$ cat config.mk
export PLATFORM = sky130hd
export DESIGN_NAME = anycore_l15_reqdecoder
export DESIGN_NICKNAME = d
export VERILOG_FILES = /design/src/rtl/anycore_l15_reqdecoder.sv
export SDC_FILE = /design/constraint.sdc
export NUM_CORES = 1
export LEC_CHECK = 0
export ABC_AREA = 1
export CAP_MARGIN = 30
export CORE_MARGIN = 5
export CORE_UTILIZATION = 52
export DETAILED_ROUTE_END_ITERATION = 7
export PLACE_DENSITY = 0.84
export REMOVE_ABC_BUFFERS = 1
export SYNTH_ARGS = -nofsm -noshare
export SYNTH_HDL_FRONTEND = slang
export SYNTH_SLANG_ARGS = --single-unit
$ cat constraint.sdc
create_clock -name clk -period 14.91 [get_ports clk]
set_input_delay 2.982 -clock clk [delete_from_list [all_inputs] [get_ports clk]]
set_output_delay 2.982 -clock clk [all_outputs]
set_load 0.005 [all_outputs]
$ cat src/rtl/anycore_l15_reqdecoder.sv
// Anycore -> L1.5 request bridge: buffers ifetch/load/store requests in one-entry
// slots and issues them one at a time, round-robin, with a val/header_ack handshake.
module anycore_l15_reqdecoder #(
    parameter int PADDR_W   = 40,
    parameter int IC_OFFSET = 5,
    parameter int DC_OFFSET = 4
) (
    input  logic               clk,
    input  logic               rst_n,
    input  logic               anycore_ic2mem_reqvalid,
    input  logic [PADDR_W-1:0] anycore_ic2mem_reqaddr,
    input  logic               anycore_dc2mem_ldvalid,
    input  logic [PADDR_W-1:0] anycore_dc2mem_ldaddr,
    input  logic               anycore_dc2mem_stvalid,
    input  logic [PADDR_W-1:0] anycore_dc2mem_staddr,
    input  logic [63:0]        anycore_dc2mem_stdata,
    input  logic [1:0]         anycore_dc2mem_stsize,
    output logic               transducer_l15_val,
    output logic [4:0]         transducer_l15_rqtype,
    output logic [2:0]         transducer_l15_size,
    output logic [PADDR_W-1:0] transducer_l15_address,
    output logic [63:0]        transducer_l15_data,
    output logic               transducer_l15_nc,
    output logic               transducer_l15_threadid,
    input  logic               l15_transducer_header_ack,
    output logic               anycore_req_overflow
);
    typedef enum logic {S_IDLE, S_ISSUE} state_t;

    localparam logic [1:0] C_IC = 2'd0;
    localparam logic [1:0] C_LD = 2'd1;
    localparam logic [1:0] C_ST = 2'd2;

    localparam logic [PADDR_W-1:0] IC_MASK = ~PADDR_W'((64'd1 << IC_OFFSET) - 64'd1);
    localparam logic [PADDR_W-1:0] DC_MASK = ~PADDR_W'((64'd1 << DC_OFFSET) - 64'd1);

    // Byte-swap the low 2^sz bytes into L1.5 (big-endian) order, then replicate to 64 bits.
    function automatic logic [63:0] f_st_data(input logic [63:0] d, input logic [1:0] sz);
        case (sz)
            2'd0:    return {8{d[7:0]}};
            2'd1:    return {4{d[7:0], d[15:8]}};
            2'd2:    return {2{d[7:0], d[15:8], d[23:16], d[31:24]}};
            default: return {d[7:0], d[15:8], d[23:16], d[31:24],
                             d[39:32], d[47:40], d[55:48], d[63:56]};
        endcase
    endfunction

    state_t             r_state;
    logic [1:0]         r_last;
    logic [1:0]         r_gnt;
    logic               r_ic_vld, r_ld_vld, r_st_vld;
    logic [PADDR_W-1:0] r_ic_addr, r_ld_addr, r_st_addr;
    logic [63:0]        r_st_data;
    logic [1:0]         r_st_size;
    logic               r_val;
    logic [4:0]         r_rqtype;
    logic [2:0]         r_size;
    logic [PADDR_W-1:0] r_addr;
    logic [63:0]        r_data;
    logic               r_ovf;

    logic       w_ack, w_rel_ic, w_rel_ld, w_rel_st;
    logic       w_cap_ic, w_cap_ld, w_cap_st, w_drop;
    logic       w_any;
    logic [1:0] w_win;

    assign w_ack    = (r_state == S_ISSUE) && l15_transducer_header_ack;
    assign w_rel_ic = w_ack && (r_gnt == C_IC);
    assign w_rel_ld = w_ack && (r_gnt == C_LD);
    assign w_rel_st = w_ack && (r_gnt == C_ST);

    // A full slot can still accept a new pulse on the very cycle it is released.
    assign w_cap_ic = anycore_ic2mem_reqvalid && (!r_ic_vld || w_rel_ic);
    assign w_cap_ld = anycore_dc2mem_ldvalid  && (!r_ld_vld || w_rel_ld);
    assign w_cap_st = anycore_dc2mem_stvalid  && (!r_st_vld || w_rel_st);
    assign w_drop   = (anycore_ic2mem_reqvalid && !w_cap_ic) ||
                      (anycore_dc2mem_ldvalid  && !w_cap_ld) ||
                      (anycore_dc2mem_stvalid  && !w_cap_st);

    assign w_any = r_ic_vld || r_ld_vld || r_st_vld;

    always_comb begin
        w_win = C_IC;
        case (r_last)
            C_IC:    w_win = r_ld_vld ? C_LD : (r_st_vld ? C_ST : C_IC);
            C_LD:    w_win = r_st_vld ? C_ST : (r_ic_vld ? C_IC : C_LD);
            default: w_win = r_ic_vld ? C_IC : (r_ld_vld ? C_LD : C_ST);
        endcase
    end

    always_ff @(posedge clk) begin
        if (w_cap_ic) r_ic_addr <= anycore_ic2mem_reqaddr;
        if (w_cap_ld) r_ld_addr <= anycore_dc2mem_ldaddr;
        if (w_cap_st) begin
            r_st_addr <= anycore_dc2mem_staddr;
            r_st_data <= anycore_dc2mem_stdata;
            r_st_size <= anycore_dc2mem_stsize;
        end
    end

    always_ff @(posedge clk) begin
        if (!rst_n) begin
            r_state  <= S_IDLE;
            r_last   <= C_ST;
            r_gnt    <= C_IC;
            r_ic_vld <= 1'b0;
            r_ld_vld <= 1'b0;
            r_st_vld <= 1'b0;
            r_val    <= 1'b0;
            r_rqtype <= 5'd0;
            r_size   <= 3'd0;
            r_addr   <= '0;
            r_data   <= 64'd0;
            r_ovf    <= 1'b0;
        end else begin
            if (w_cap_ic) r_ic_vld <= 1'b1; else if (w_rel_ic) r_ic_vld <= 1'b0;
            if (w_cap_ld) r_ld_vld <= 1'b1; else if (w_rel_ld) r_ld_vld <= 1'b0;
            if (w_cap_st) r_st_vld <= 1'b1; else if (w_rel_st) r_st_vld <= 1'b0;
            if (w_drop)   r_ovf    <= 1'b1;

            case (r_state)
                S_IDLE: begin
                    if (w_any) begin
                        r_val   <= 1'b1;
                        r_gnt   <= w_win;
                        r_last  <= w_win;
                        r_state <= S_ISSUE;
                        case (w_win)
                            C_IC: begin
                                r_rqtype <= 5'b10000;
                                r_size   <= 3'b111;
                                r_addr   <= r_ic_addr & IC_MASK;
                                r_data   <= 64'd0;
                            end
                            C_LD: begin
                                r_rqtype <= 5'b00000;
                                r_size   <= 3'b111;
                                r_addr   <= r_ld_addr & DC_MASK;
                                r_data   <= 64'd0;
                            end
                            default: begin
                                r_rqtype <= 5'b00001;
                                r_size   <= {1'b0, r_st_size};
                                r_addr   <= r_st_addr;
                                r_data   <= f_st_data(r_st_data, r_st_size);
                            end
                        endcase
                    end
                end
                default: begin
                    if (l15_transducer_header_ack) begin
                        r_val   <= 1'b0;
                        r_state <= S_IDLE;
                    end
                end
            endcase
        end
    end

    assign transducer_l15_val      = r_val;
    assign transducer_l15_rqtype   = r_rqtype;
    assign transducer_l15_size     = r_size;
    assign transducer_l15_address  = r_addr;
    assign transducer_l15_data     = r_data;
    assign transducer_l15_nc       = 1'b0;
    assign transducer_l15_threadid = 1'b0;
    assign anycore_req_overflow    = r_ovf;
endmodule

Word-level counts from Yosys, hierarchy flattened. Cells that the tools add are included.

Output and inout bits: 116. Bits in latches: 0. Logic and storage cells: 83. RAM bits: 0. Memories: 0. Flip-flop bits (word level): 308. Bits in read-only memories: 0.

Div/mod/pow operators: 0. Magnitude comparators: 0. Add/sub/neg operators: 0. Equal/unequal tests: 7. Multiply operators: 0. Mux-type cells: 24. Reductions and logical operators: 34. Shift operators: 0. Bitwise gates (word level): 1.

Operators with widths (number): 56-bit one-hot mux with 3 select lines (1); 40-bit one-hot mux with 2 select lines (1); 64-bit two-way mux (1); 1-bit two-way mux (13); 1-bit logical AND (10); 2-bit two-way mux (5); 5-bit one-hot mux with 2 select lines (1); 2-bit by 1-bit equality test with 1-bit output, second input constant (4); 2-bit zero test (4); 2-bit nonzero test (4); 1-bit logical OR (7); 1-bit zero test (6); 2-bit equality test, second input constant (2); 2-bit one-hot mux with 2 select lines (1); 2-bit AND reduction (2); 3-bit two-way mux (1); 2-bit inequality test, second input constant (1); 2-bit OR reduction (1); 1-bit NOT (1).

Logic depth before layout (Yosys ltp).
Depth after elaboration: 8. Depth in mapped cells: 10. Gate-level depth less buffers: 9.

Least setup slack after synthesis. OpenSTA, ideal clock, no wires.

Path kind: in2reg. Start point: input port l15_transducer_header_ack. End point: register r_st_addr[0] (enable). Cell stages on the path: 4. Library setup time: 572 ps. Required time: 14338 ps. Data arrival time: 7643 ps. Buffers on the path: 0. Slack: 6695 ps. Cells stage by stage: nand2_1 > inv_1 > a31oi_1 > nor2_1.

Word-level cells in the longest chain between the ends: 4.

RTL lines: start, declared (RTL line 25) `input logic l15_transducer_header_ack,`; 1-bit logical AND (RTL line 67) `assign w_ack = (r_state == S_ISSUE) && l15_transducer_header_ack;`; 1-bit logical AND (RTL line 70) `assign w_rel_st = w_ack && (r_gnt == C_ST);`; 1-bit logical OR (RTL line 75) `assign w_cap_st = anycore_dc2mem_stvalid && (!r_st_vld || w_rel_st);`; 1-bit logical AND (RTL line 75); net w_cap_st (RTL line 63) `logic w_cap_ic, w_cap_ld, w_cap_st, w_drop;`; end signal, assigned (RTL line 95) `r_st_addr <= anycore_dc2mem_staddr;`; end, declared (RTL line 52) `logic [PADDR_W-1:0] r_ic_addr, r_ld_addr, r_st_addr;`.

The timed path passes the listed nets, and every way through them passes these cells. A chain may end at the register's enable or synchronous reset.

Final worst setup path.
Start point: input port l15_transducer_header_ack. End point: register r_st_data[20] (enable).

Word-level cells in the longest chain between the ends: 4.

RTL lines: 1-bit logical AND (RTL line 67); 1-bit logical AND (RTL line 70); 1-bit logical OR (RTL line 75); 1-bit logical AND (RTL line 75); net w_cap_st (RTL line 63); end signal, assigned (RTL line 96) `r_st_data <= anycore_dc2mem_stdata;`; end, declared (RTL line 53) `logic [63:0] r_st_data;`.

The timed path passes the listed nets, and every way through them passes these cells.

==> flow_summary.yaml <==
setup_path:
  cp_data_required_time_ns: 15.07
  cpMaxStageDelayCell: "buf_4"
  reg2reg_to: "transducer_l15_address[23]"
  critPathTopFamily: "buffers and inverters"
  rr_startpoint: "r_last[1]"
  crit_chain: "clkdlybuf4s50_1, nand2_1, inv_1, a31oi_1, nor2_4, buf_4"
  startpoint_type: "input port"
  r2r_slack_ns: 12.51
  crit_path_max_fanout: 72
  cp.buffers_inverters: 3
  cp_data_arrival_time_ns: 4.99
  max_stage_delay_ns: 0.79
  criticalPathCategory: "in2reg"
  worstRegToRegCells: 8
  worst_setup_path_end_kind: "register"
hold_path:
  min-delay-start: "transducer_l15_data[52]"
  min_path_type: "reg2reg"
  min_delay_worst_endpoint: "transducer_l15_data[52]"
  hold_depth: 2
clock_tree:
  clkLatencyLatePin_ns: 0.54
  cts-root-buf: "clkbuf_16"
  cts_tree: "built"
  htree_levels: 1
  cts_resized: 0
  cts_made_buffers: 30
  cts.sinks: 295
  cts_max_path_buffers: 3
  post-cts-setup-buffer-count: 0
  hold_buffers: 0
  clk_pin_slew_ns: 0.06
place:
  portBuffers: 293
  dp_hpwl_um: 20390
  gp_congestion: 0.8386
synthesis:
  yosysTopAreaCell: "edfxtp_1"
  avgSynthCellArea_um2: 10.13
  synth_area_mm2: 0.01140
  synth_edf_count: 177
  ys_warn_count: 0
  yosysTopAreaCellShare: 0.4664
  synth_cells: 1125
  synthArstFlopShare: 0
  yosysUniqueCellTypes: 28
  synth_common_cells: "nand2_1, edfxtp_1, nor2_1"
  yosys.cell_count.top_type: "nand2_1"
  yosysSeqAreaShare: 0.6736
  synth.area.top_cells: "edfxtp_1, dfxtp_1, nand2_1, nor2_1, nand3_1"
  ys_ff_latch: 295
  ys.flop_type: "edfxtp_1"
flow_run:
  max_cap_violations: 0
global_route:
  antenna_found_initial: 1
  grt_start_max_net_pins: 82
  first_global_vias: 9018
  grt_overflow_total: 0
  grt_pass1_wl_um: 47230
  grt_use_total: 0.2423
timing:
  finalCritPeriodShare: 0.3241
  finalSetupTns_ns: 0
  finalHoldViolCount: 0
  tightest_slew_ns: 1.008
  clock_skew_ns: 0.01115
  drv_slew: 0
  maxClockFrequency_mhz: 206.9
  fin_crit_ns: 4.833
  slew_headroom: 0.3271
  rsz0062_at_grt: "false"
  finalSetupViolCount: 0
routing:
  first_pass_iters: 7
  drt_iter0_drc: 582
  vias: 8985
  viasPerCell: 5.273
  wire_per_inst_um: 18.45
  drc: 0
  drt_wl_total_um: 31440
  detail-route-antenna-nets: 0
floorplanning:
  die_w_um: 158.0
  ios: 308
  die_h_um: 158.0
  core-area_mm2: 0.02169
  initial_core_util: 0.5255
  rows: 54
  dieArea_mm2: 0.02498
cells_and_area:
  fill_cells: 1495
  drive_above_1_share: 0.07449
  nets: 1591
  multi_input_area_mm2: 0.003133
  final_core_util: 0.7123
  regArea_mm2: 0.007677
  area_growth_pct: 35.55
pwr:
  max-vdd-ir-drop_mv: 0.1144
  powerDensity_mw_per_mm2: 129.7
  power_leakage_nw: 5.953
run_status:
  status: "complete, no violations"
==> tightest hold or removal path: stages, from the launching register on <==
cell	delay, ns
dfxtp_1	0.31
nand2_1	0.06
a21oi_1	0.05
==> cells by family after synthesis <==
| logic type | after synthesis | share of synthesized area |
|---|---|---|
| buf+inv | 130 | 0.05544 |
| flops | 295 | 0.6736 |
| simple gates | 577 | 0.2155 |
| other cells | 1 | 0.0003290 |
| compound gates | 122 | 0.05511 |
==> layout make-up <==
class / count / share of cell area
flip-flops and latches: 295 / 0.4970
multi-input cells: 704 / 0.2028
repair buffers: 305 / 0.1978
clock buffers: 36 / 0.05273
well taps: 280 / 0.02268
inverters: 63 / 0.01555
clock inverters: 20 / 0.01134
diodes: 1 / 0.0001620
==> through the flow <==
stage | setup slack, ns | total power [mW] | hold WS (ns) | std cells | instance area (um^2)
2_1_floorplan | 6.695 | 1.103 | 0.4543 | 1062 | 11020
3_3_place_gp | 8.936 | 1.256 | 0.4515 | 1645 | 14410
3_5_place_dp | 9.531 | 1.270 | 0.4543 | 1647 | 14460
4_1_cts | 10.09 | 2.016 | 0.4636 | 1703 | 15450
5_1_grt | 9.948 | 2.081 | 0.4809 | 1704 | 15450
6_report | 10.08 | 2.004 | 0.4623 | 1704 | 15450
==> cells in the final DEF (no fill, tap or decap), drive strengths merged, types with 32 or more instances in the layout <==
| cell type | n |
|---|---|
| inv | 62 |
| edfxtp | 177 |
| clkdlybuf4s50 | 293 |
| a21oi | 84 |
| o21ai | 32 |
| dfxtp | 118 |
| nand2 | 308 |
| clkbuf | 36 |
| nand3 | 87 |
| nor2 | 153 |
==> where the power goes <==
part           internal (mW)  switching (mW)  leakage (nW)
clock                  0.439           0.309         0.492
sequential             0.929          0.0278          2.66
combinational          0.136           0.163          2.81
total                   1.50           0.500          5.95
==> registers in the layout (all words and copies together) (netlist names), 3 cells and up <==
signal and flops:
transducer_l15_size 3, transducer_l15_address 40, r_st_addr 40, transducer_l15_data 64
r_ld_addr 36, r_st_data 64, r_ic_addr 35
==> how the worst max path moves through the flow <==
stage / end / start / slack, ns / depth (start not counted)
floorplan: r_st_addr[0] / l15_transducer_header_ack / 6.70 / 4
global placement: r_st_data[63] / l15_transducer_header_ack / 8.94 / 6
detailed placement: r_st_data[10] / l15_transducer_header_ack / 9.53 / 6
CTS: r_st_data[16] / l15_transducer_header_ack / 10.09 / 6
global route: r_st_data[30] / l15_transducer_header_ack / 9.95 / 6
finish: r_st_data[20] / l15_transducer_header_ack / 10.08 / 6
==> layer usage <==
metal / share of wire / routed length [um] / GRT usage / vias to the layer above
li1: - / - / - / 4248
met5: 0 / 0 / 0 / -
met1: 0.37 / 11600 / 0.2872 / 4170
met2: 0.48 / 15000 / 0.4114 / 488
met4: 0.037 / 1171 / 0.09180 / 0
met3: 0.12 / 3679 / 0.08119 / 79
Note: power is estimated with default switching activity, not from simulation.
